<file path="config.mk">
export PLATFORM = sky130hd
export DESIGN_NAME = goertzel_sched
export DESIGN_NICKNAME = d
export VERILOG_FILES = /design/src/rtl/goertzel_pkg.sv /design/src/rtl/goertzel_sched_bin_table.sv /design/src/rtl/goertzel_sched.sv
export SDC_FILE = /design/constraint.sdc
export NUM_CORES = 1
export LEC_CHECK = 0
export BUFFER_PORTS_ARGS = -buffer_cell sky130_fd_sc_hd__buf_4
export CAP_MARGIN = 20
export CORE_MARGIN = 2
export CORE_UTILIZATION = 55
export CTS_CLUSTER_SIZE = 8
export DETAILED_ROUTE_END_ITERATION = 10
export GPL_TIMING_DRIVEN = 0
export PLACE_DENSITY = 0.85
export SYNTH_ARGS = -nofsm -noshare
export SYNTH_HDL_FRONTEND = slang
export SYNTH_SLANG_ARGS = --single-unit
</file>
<file path="constraint.sdc">
create_clock -name i_clk -period 8.1 [get_ports i_clk]
set_clock_uncertainty 0.1 [all_clocks]
set_input_delay 1.215 -clock i_clk [delete_from_list [all_inputs] [get_ports i_clk]]
set_output_delay 1.215 -clock i_clk [all_outputs]
set_load 0.02 [all_outputs]
</file>
<file path="src/rtl/goertzel_pkg.sv">
// Shared constants for the Goertzel bin scheduler: default widths, phase step
// helper and FSM state encoding.
package goertzel_pkg;

  localparam int unsigned SW_DEF     = 12;
  localparam int unsigned N_DEF      = 60;
  localparam int unsigned KW_DEF     = $clog2(N_DEF);
  localparam int unsigned NB_DEF     = 4;
  localparam int unsigned CW_DEF     = 16;
  localparam int unsigned OW_DEF     = 16;
  localparam int unsigned PW_DEF     = 16;
  localparam int unsigned TMO_CYCLES = 1024;
  localparam int unsigned TMO_W      = $clog2(TMO_CYCLES);

  // round(2^pw / n) using integer arithmetic
  function automatic int unsigned phase_step(input int unsigned pw, input int unsigned n);
    longint unsigned full;
    full = 64'd1 << pw;
    return 32'((full + 64'(n / 2)) / 64'(n));
  endfunction

  localparam int unsigned PHASE_STEP = phase_step(PW_DEF, N_DEF);

  localparam int unsigned STW = 3;
  localparam logic [2:0] ST_IDLE      = 3'd0;
  localparam logic [2:0] ST_COEF_REQ  = 3'd1;
  localparam logic [2:0] ST_COEF_WAIT = 3'd2;
  localparam logic [2:0] ST_CLEAR     = 3'd3;
  localparam logic [2:0] ST_ACCUM     = 3'd4;
  localparam logic [2:0] ST_RES_WAIT  = 3'd5;
  localparam logic [2:0] ST_OUTPUT    = 3'd6;

endpackage

</file>
<file path="src/rtl/goertzel_sched_bin_table.sv">
// Bin-index register file: NB entries of KW bits, one synchronous write port,
// one combinational read port. Reset loads entry i with k = i.
module goertzel_bin_table
  import goertzel_pkg::*;
#(
  parameter int unsigned NB = NB_DEF,
  parameter int unsigned KW = KW_DEF,
  localparam int unsigned AW = $clog2(NB)
) (
  input  logic          i_clk,
  input  logic          i_rst,
  input  logic          i_wr,
  input  logic [AW-1:0] i_waddr,
  input  logic [KW-1:0] i_wdata,
  input  logic [AW-1:0] i_raddr,
  output logic [KW-1:0] o_rdata
);

  logic [KW-1:0] r_mem [NB];

  // Table storage: default identity mapping on reset, single write port
  always_ff @(posedge i_clk) begin
    if (i_rst) begin
      for (int i = 0; i < int'(NB); i++) begin
        r_mem[i] <= KW'(i);
      end
    end else if (i_wr) begin
      r_mem[i_waddr] <= i_wdata;
    end
  end

  assign o_rdata = r_mem[i_raddr];

endmodule

</file>
<file path="src/rtl/goertzel_sched.sv">
// Goertzel bin scheduler: sweeps NB table bins, requesting a coefficient per
// bin, streaming N samples into the external core and returning its power.
// Optional macro GOERTZEL_SCHED_TIMEOUT_EN bounds the coefficient and result
// waits to 1024 cycles and adds the o_timeout pulse output.
module goertzel_sched
  import goertzel_pkg::*;
#(
  parameter int unsigned SW = SW_DEF,
  parameter int unsigned N  = N_DEF,
  parameter int unsigned KW = $clog2(N),
  parameter int unsigned NB = NB_DEF,
  parameter int unsigned CW = CW_DEF,
  parameter int unsigned OW = OW_DEF,
  parameter int unsigned PW = PW_DEF
) (
  input  logic                   i_clk,
  input  logic                   i_rst,
  input  logic                   i_start,
  input  logic                   i_bin_wr,
  input  logic [$clog2(NB)-1:0]  i_bin_addr,
  input  logic [KW-1:0]          i_bin_k,
  input  logic                   i_sample_valid,
  input  logic signed [SW-1:0]   i_sample,
  output logic                   o_phase_req,
  output logic [PW-1:0]          o_phase,
  input  logic                   i_coef_valid,
  input  logic [CW-1:0]          i_coef,
  output logic                   o_core_clr,
  output logic [CW-1:0]          o_core_coef,
  output logic                   o_core_en,
  output logic signed [SW-1:0]   o_core_sample,
  output logic                   o_core_last,
  input  logic                   i_core_valid,
  input  logic [OW-1:0]          i_core_power,
  output logic                   o_res_valid,
  output logic [$clog2(NB)-1:0]  o_res_bin,
  output logic [OW-1:0]          o_res_power,
  input  logic                   i_res_ready,
  output logic                   o_busy,
  output logic                   o_overrun
`ifdef GOERTZEL_SCHED_TIMEOUT_EN
  ,
  output logic                   o_timeout
`endif
);

  localparam int unsigned AW     = $clog2(NB);
  localparam int unsigned CNTW   = $clog2(N);
  localparam int unsigned STEP_L = phase_step(PW, N);

  logic [STW-1:0]         r_state, w_state_nxt;
  logic [AW-1:0]          r_slot, w_slot_nxt;
  logic [CNTW-1:0]        r_cnt, w_cnt_nxt;
  logic                   r_phase_req, w_phase_req_nxt;
  logic [PW-1:0]          r_phase, w_phase_nxt;
  logic                   r_core_clr, w_core_clr_nxt;
  logic [CW-1:0]          r_core_coef, w_core_coef_nxt;
  logic                   r_core_en, w_core_en_nxt;
  logic signed [SW-1:0]   r_core_sample, w_core_sample_nxt;
  logic                   r_core_last, w_core_last_nxt;
  logic                   r_res_valid, w_res_valid_nxt;
  logic [AW-1:0]          r_res_bin, w_res_bin_nxt;
  logic [OW-1:0]          r_res_power, w_res_power_nxt;
  logic                   r_busy, w_busy_nxt;
  logic                   r_overrun, w_overrun_nxt;
`ifdef GOERTZEL_SCHED_TIMEOUT_EN
  logic [TMO_W-1:0]       r_tmo_cnt, w_tmo_cnt_nxt;
  logic                   r_timeout, w_timeout_nxt;
`endif

  logic [KW-1:0]          w_bin_k;
  logic [31:0]            w_phase_prod;
  logic [PW-1:0]          w_phase;

  goertzel_bin_table #(
    .NB (NB),
    .KW (KW)
  ) u_bin_table (
    .i_clk   (i_clk),
    .i_rst   (i_rst),
    .i_wr    (i_bin_wr),
    .i_waddr (i_bin_addr),
    .i_wdata (i_bin_k),
    .i_raddr (r_slot),
    .o_rdata (w_bin_k)
  );

  assign w_phase_prod = 32'(w_bin_k) * STEP_L;
  assign w_phase      = PW'(w_phase_prod);

  // Next-state and next-output logic for the sweep sequencer
  always_comb begin
    w_state_nxt       = r_state;
    w_slot_nxt        = r_slot;
    w_cnt_nxt         = r_cnt;
    w_phase_req_nxt   = 1'b0;
    w_phase_nxt       = r_phase;
    w_core_clr_nxt    = 1'b0;
    w_core_coef_nxt   = r_core_coef;
    w_core_en_nxt     = 1'b0;
    w_core_sample_nxt = r_core_sample;
    w_core_last_nxt   = 1'b0;
    w_res_valid_nxt   = r_res_valid;
    w_res_bin_nxt     = r_res_bin;
    w_res_power_nxt   = r_res_power;
    w_overrun_nxt     = r_overrun;
`ifdef GOERTZEL_SCHED_TIMEOUT_EN
    w_tmo_cnt_nxt     = r_tmo_cnt;
    w_timeout_nxt     = 1'b0;
`endif

    case (r_state)
      ST_IDLE: begin
        if (i_start) begin
          w_state_nxt   = ST_COEF_REQ;
          w_slot_nxt    = '0;
          w_overrun_nxt = 1'b0;
        end
      end
      ST_COEF_REQ: begin
        w_phase_req_nxt = 1'b1;
        w_phase_nxt     = w_phase;
        w_state_nxt     = ST_COEF_WAIT;
`ifdef GOERTZEL_SCHED_TIMEOUT_EN
        w_tmo_cnt_nxt   = '0;
`endif
      end
      ST_COEF_WAIT: begin
        if (i_coef_valid) begin
          w_core_coef_nxt = i_coef;
          w_state_nxt     = ST_CLEAR;
        end
`ifdef GOERTZEL_SCHED_TIMEOUT_EN
        else if (r_tmo_cnt == TMO_W'(TMO_CYCLES - 1)) begin
          w_state_nxt   = ST_IDLE;
          w_timeout_nxt = 1'b1;
        end else begin
          w_tmo_cnt_nxt = r_tmo_cnt + TMO_W'(1);
        end
`endif
      end
      ST_CLEAR: begin
        w_core_clr_nxt = 1'b1;
        w_cnt_nxt      = '0;
        w_state_nxt    = ST_ACCUM;
      end
      ST_ACCUM: begin
        if (i_sample_valid) begin
          w_core_en_nxt     = 1'b1;
          w_core_sample_nxt = i_sample;
          if (r_cnt == CNTW'(N - 1)) begin
            w_core_last_nxt = 1'b1;
            w_state_nxt     = ST_RES_WAIT;
`ifdef GOERTZEL_SCHED_TIMEOUT_EN
            w_tmo_cnt_nxt   = '0;
`endif
          end else begin
            w_cnt_nxt = r_cnt + CNTW'(1);
          end
        end
      end
      ST_RES_WAIT: begin
        if (i_core_valid) begin
          w_res_power_nxt = i_core_power;
          w_res_bin_nxt   = r_slot;
          w_res_valid_nxt = 1'b1;
          w_state_nxt     = ST_OUTPUT;
        end
`ifdef GOERTZEL_SCHED_TIMEOUT_EN
        else if (r_tmo_cnt == TMO_W'(TMO_CYCLES - 1)) begin
          w_state_nxt   = ST_IDLE;
          w_timeout_nxt = 1'b1;
        end else begin
          w_tmo_cnt_nxt = r_tmo_cnt + TMO_W'(1);
        end
`endif
      end
      ST_OUTPUT: begin
        if (i_res_ready) begin
          w_res_valid_nxt = 1'b0;
          w_slot_nxt      = r_slot + AW'(1);
          w_state_nxt     = (r_slot == AW'(NB - 1)) ? ST_IDLE : ST_COEF_REQ;
        end
      end
      default: begin
        w_state_nxt = ST_IDLE;
      end
    endcase

    // Samples arriving while busy but not accumulating are lost
    if (i_sample_valid && (r_state != ST_IDLE) && (r_state != ST_ACCUM)) begin
      w_overrun_nxt = 1'b1;
    end

    w_busy_nxt = (w_state_nxt != ST_IDLE);
  end

  // State and registered-output update with synchronous reset
  always_ff @(posedge i_clk) begin
    if (i_rst) begin
      r_state       <= ST_IDLE;
      r_slot        <= '0;
      r_cnt         <= '0;
      r_phase_req   <= 1'b0;
      r_phase       <= '0;
      r_core_clr    <= 1'b0;
      r_core_coef   <= '0;
      r_core_en     <= 1'b0;
      r_core_sample <= '0;
      r_core_last   <= 1'b0;
      r_res_valid   <= 1'b0;
      r_res_bin     <= '0;
      r_res_power   <= '0;
      r_busy        <= 1'b0;
      r_overrun     <= 1'b0;
`ifdef GOERTZEL_SCHED_TIMEOUT_EN
      r_tmo_cnt     <= '0;
      r_timeout     <= 1'b0;
`endif
    end else begin
      r_state       <= w_state_nxt;
      r_slot        <= w_slot_nxt;
      r_cnt         <= w_cnt_nxt;
      r_phase_req   <= w_phase_req_nxt;
      r_phase       <= w_phase_nxt;
      r_core_clr    <= w_core_clr_nxt;
      r_core_coef   <= w_core_coef_nxt;
      r_core_en     <= w_core_en_nxt;
      r_core_sample <= w_core_sample_nxt;
      r_core_last   <= w_core_last_nxt;
      r_res_valid   <= w_res_valid_nxt;
      r_res_bin     <= w_res_bin_nxt;
      r_res_power   <= w_res_power_nxt;
      r_busy        <= w_busy_nxt;
      r_overrun     <= w_overrun_nxt;
`ifdef GOERTZEL_SCHED_TIMEOUT_EN
      r_tmo_cnt     <= w_tmo_cnt_nxt;
      r_timeout     <= w_timeout_nxt;
`endif
    end
  end

  assign o_phase_req   = r_phase_req;
  assign o_phase       = r_phase;
  assign o_core_clr    = r_core_clr;
  assign o_core_coef   = r_core_coef;
  assign o_core_en     = r_core_en;
  assign o_core_sample = r_core_sample;
  assign o_core_last   = r_core_last;
  assign o_res_valid   = r_res_valid;
  assign o_res_bin     = r_res_bin;
  assign o_res_power   = r_res_power;
  assign o_busy        = r_busy;
  assign o_overrun     = r_overrun;
`ifdef GOERTZEL_SCHED_TIMEOUT_EN
  assign o_timeout     = r_timeout;
`endif

endmodule
</file>
==> summary.txt <==
Synthesis
  • Ranking of synthesized cells by area: dfxtp_1, edfxtp_1, nand2_1
  • Compound-Gate Fraction of Synth Area: 0.108
  • Largest family of logic cells by synthesized area: simple AND/OR/NAND/NOR gates
  • Count leader, synth: nand2_1
  • Synth cell types: 46
  • EDFF count, synth: 24
  • Syn Inst Count: 447
  • Top_reg_cell synth: dfxtp_1
  • Seq/Total Area, Yosys: 0.548
  • Flops & latches, synth: 104
  • Biggest area consumer among synthesized cells: dfxtp_1
  • Ys async rst share: 0
  • Multiplexer share of the synthesized area: 0.0395
  • Synth cell count leaders: nand2_1, dfxtp_1, a21oi_1, edfxtp_1, and2_1
  • Top-area cell type share of the netlist area: 0.378
  • Synth Warn #: 0
  • Synthesized area per cell: 9.49 sq um
  • Post-Synth Adder-Cell Area: 0.0283
  • Synth Area in Simple Gates: 0.223
  • Cell Area, Synth: 0.00424 sq mm
  • Xor and xnor area share after synthesis: 0.0145

Timing
  • RSZ-0062 raised after global routing: false
  • Max-slew headroom: 0.543
  • Highest clock rate: 322 MHz
  • Setup TNS: 0 ns
  • Post-route clock period utilization: 0.383
  • Slew Viols, Final: 0
  • Setup violations, final: 0
  • Fin crit period: 3.11 ns
  • Final Hold Vio Count: 0
  • Tightest Pin Transition: 0.683 ns

Final layout
  • Layout cells sized above 1: 0.299
  • Final non-filler cell total: 691
  • Layout area overhead: 29.3%
  • Finished Core Util: 0.721
  • Fin nets: 653
  • Diode count: 0

Global routing
  • Initial antenna violation count: 0
  • Largest net degree at the start of global routing: 17
  • GRT Resource Usage Total: 0.236
  • Grt ovf: 0
  • First-pass GRT wire length: 15800 um
  • Number of global-route vias before repair: 3502

Setup path
  • Slowest stage cell, crit path: mux4_2
  • Critical Path AT: 3.27 ns
  • Reg2reg path depth: 9
  • Required @ worst endpoint: 8.27 ns
  • WS Path Type: register to register
  • Startpoint types: register
  • CP cell instances: buf_4 > mux4_2 > ha_1 > ha_1 > ha_1 > inv_1 > fa_1 > or3_1 > a311oi_1
  • CP Max Fanout: 6
  • Critical Path Sink Type: register
  • Slowest stage delay, CP: 0.55 ns
  • CP dominant cell by count: ha_1

Clock tree
  • Clock Latency Late Sink: 0.36 ns
  • Clock-pin slew on the worst setup and hold paths: 0.09 ns
  • CTS tree: done
  • CTS root buffer: clkbuf_8
  • Total CTS buffers: 9
  • CTS Hold Buffers Added: 0
  • H-tree depth: 3
  • Clock sinks: 104
  • Post-CTS setup buffer count: 0
  • Clk buf depth: 2
  • Cts repair resizes: 0

Die
  • Die Width: 91.8 um
  • Io pins: 129
  • Core Area: 0.00761 sq mm
  • Row Count: 32
  • DIE AREA: 0.00843 sq mm
  • Initial core utilization: 0.557
  • DIE HEIGHT: 91.8 um

Detailed routing
  • Initial DRC Count: 242
  • Via count: 3617
  • Routed WL: 9830 um
  • Vias/cell: 5.23
  • Post-DRT Antenna Nets: 0
  • Drt wl/cell: 14.2 um
  • DR pass1 iterations: 4
  • DRC: 0

Run status
  • Status: finished clean

Worst hold path
  • WHS Path Cells: 2
  • Type of the worst min-delay path: register to register

Pwr
  • Final Power: 0.983 mW
  • Worst vdd ir: 0.110 mV
  • Leakage power: 2.19 nW
  • Pwr/cell area: 179 mW/mm^2

Placement
  • PortBufs: 125
  • Gpl congestion: 0.802
  • Dpl cells: 675
  • Final HPWL from detailed placement: 7490 um

Flow run
  • Maxcap violations: 0
## cells in the final DEF (no fill, tap or decap), drive strengths merged, types with 5 or more instances in the layout
master and count:
clkbuf 23, nor3 7, buf 141, edfxtp 24
dfxtp 80, o21ai 6, nor2 15, a21oi 63
or2 5, inv 7, ha 8, nand2b 7
and2 20, nand2 122, mux4 6
## metal layers
| metal | share of wire | vias up | GRT usage |
|---|---|---|---|
| met2 | 0.48 | 135 | 0.404 |
| met1 | 0.43 | 1678 | 0.290 |
| met4 | 0.023 | 0 | 0.0920 |
| met3 | 0.065 | 20 | 0.0509 |
| met5 | 0 | - | 0 |
| li1 | - | 1784 | - |
## stage by stage
step | worst slack, ns | hold slack, ns | instance area (sq um)
after floorplan | 5.25 | 0.348 | 4240
after global placement | 5.16 | 0.340 | 5310
after detailed placement | 5.03 | 0.348 | 5310
after CTS | 5.02 | 0.362 | 5480
after global routing | 4.90 | 0.382 | 5480
final | 4.99 | 0.358 | 5480
## path summary, 6_finish.rpt
kind / start / endpoint / slack (ns)
worst max-delay path: register / o_phase[12] / 4.99
worst min-delay path: o_phase[8] / o_phase[8] / 0.36
worst min register to register: o_phase[8] / o_phase[8] / 0.36
worst max register to register: register / o_phase[12] / 4.99
## cell type report
cell class | count | area, sq um
flip-flops and latches | 104 | 2320
fillers | 580 | 2120
multi-input cells | 310 | 1760
repair buffers | 125 | 938
clock buffers | 11 | 141
plain buffers | 28 | 140
well taps | 102 | 128
clock inverters | 5 | 31.3
inverters | 6 | 22.5
## flip-flops by register name, indices dropped and copies added, names as in the netlist, 3 cells and up, named ones only
signal and flops:
o_core_coef 16, o_core_sample 12, o_phase 14, o_res_power 16
r_cnt 6, r_state 3, u_bin_table.r_mem 24
## critical path: cells and delay by family (launching register included)
kind / cells / cell delay, ns
DFF: 1 / 0.32
and+or+nand+nor: 1 / 0.39
AOI/OAI and AO/OA: 1 / 0.29
muxes: 1 / 0.55
adders and majority gates: 4 / 1.14
buffers and inverters: 2 / 0.24
## report_power, final
part           internal (mW)  switching [mW]
Sequential             0.551         0.00961
Clock                  0.119           0.170
Combinational         0.0609          0.0723
Total                  0.731           0.252
## kinds of logic after synthesis
logic type / count (synthesis)
AOI/OAI and AO/OA: 83
adders and majority gates: 9
other: 1
buffers and inverters: 34
DFF: 104
muxes: 9
xor gates and xnor gates: 7
and+or+nand+nor: 200
Power figures use the tool's default switching activity.
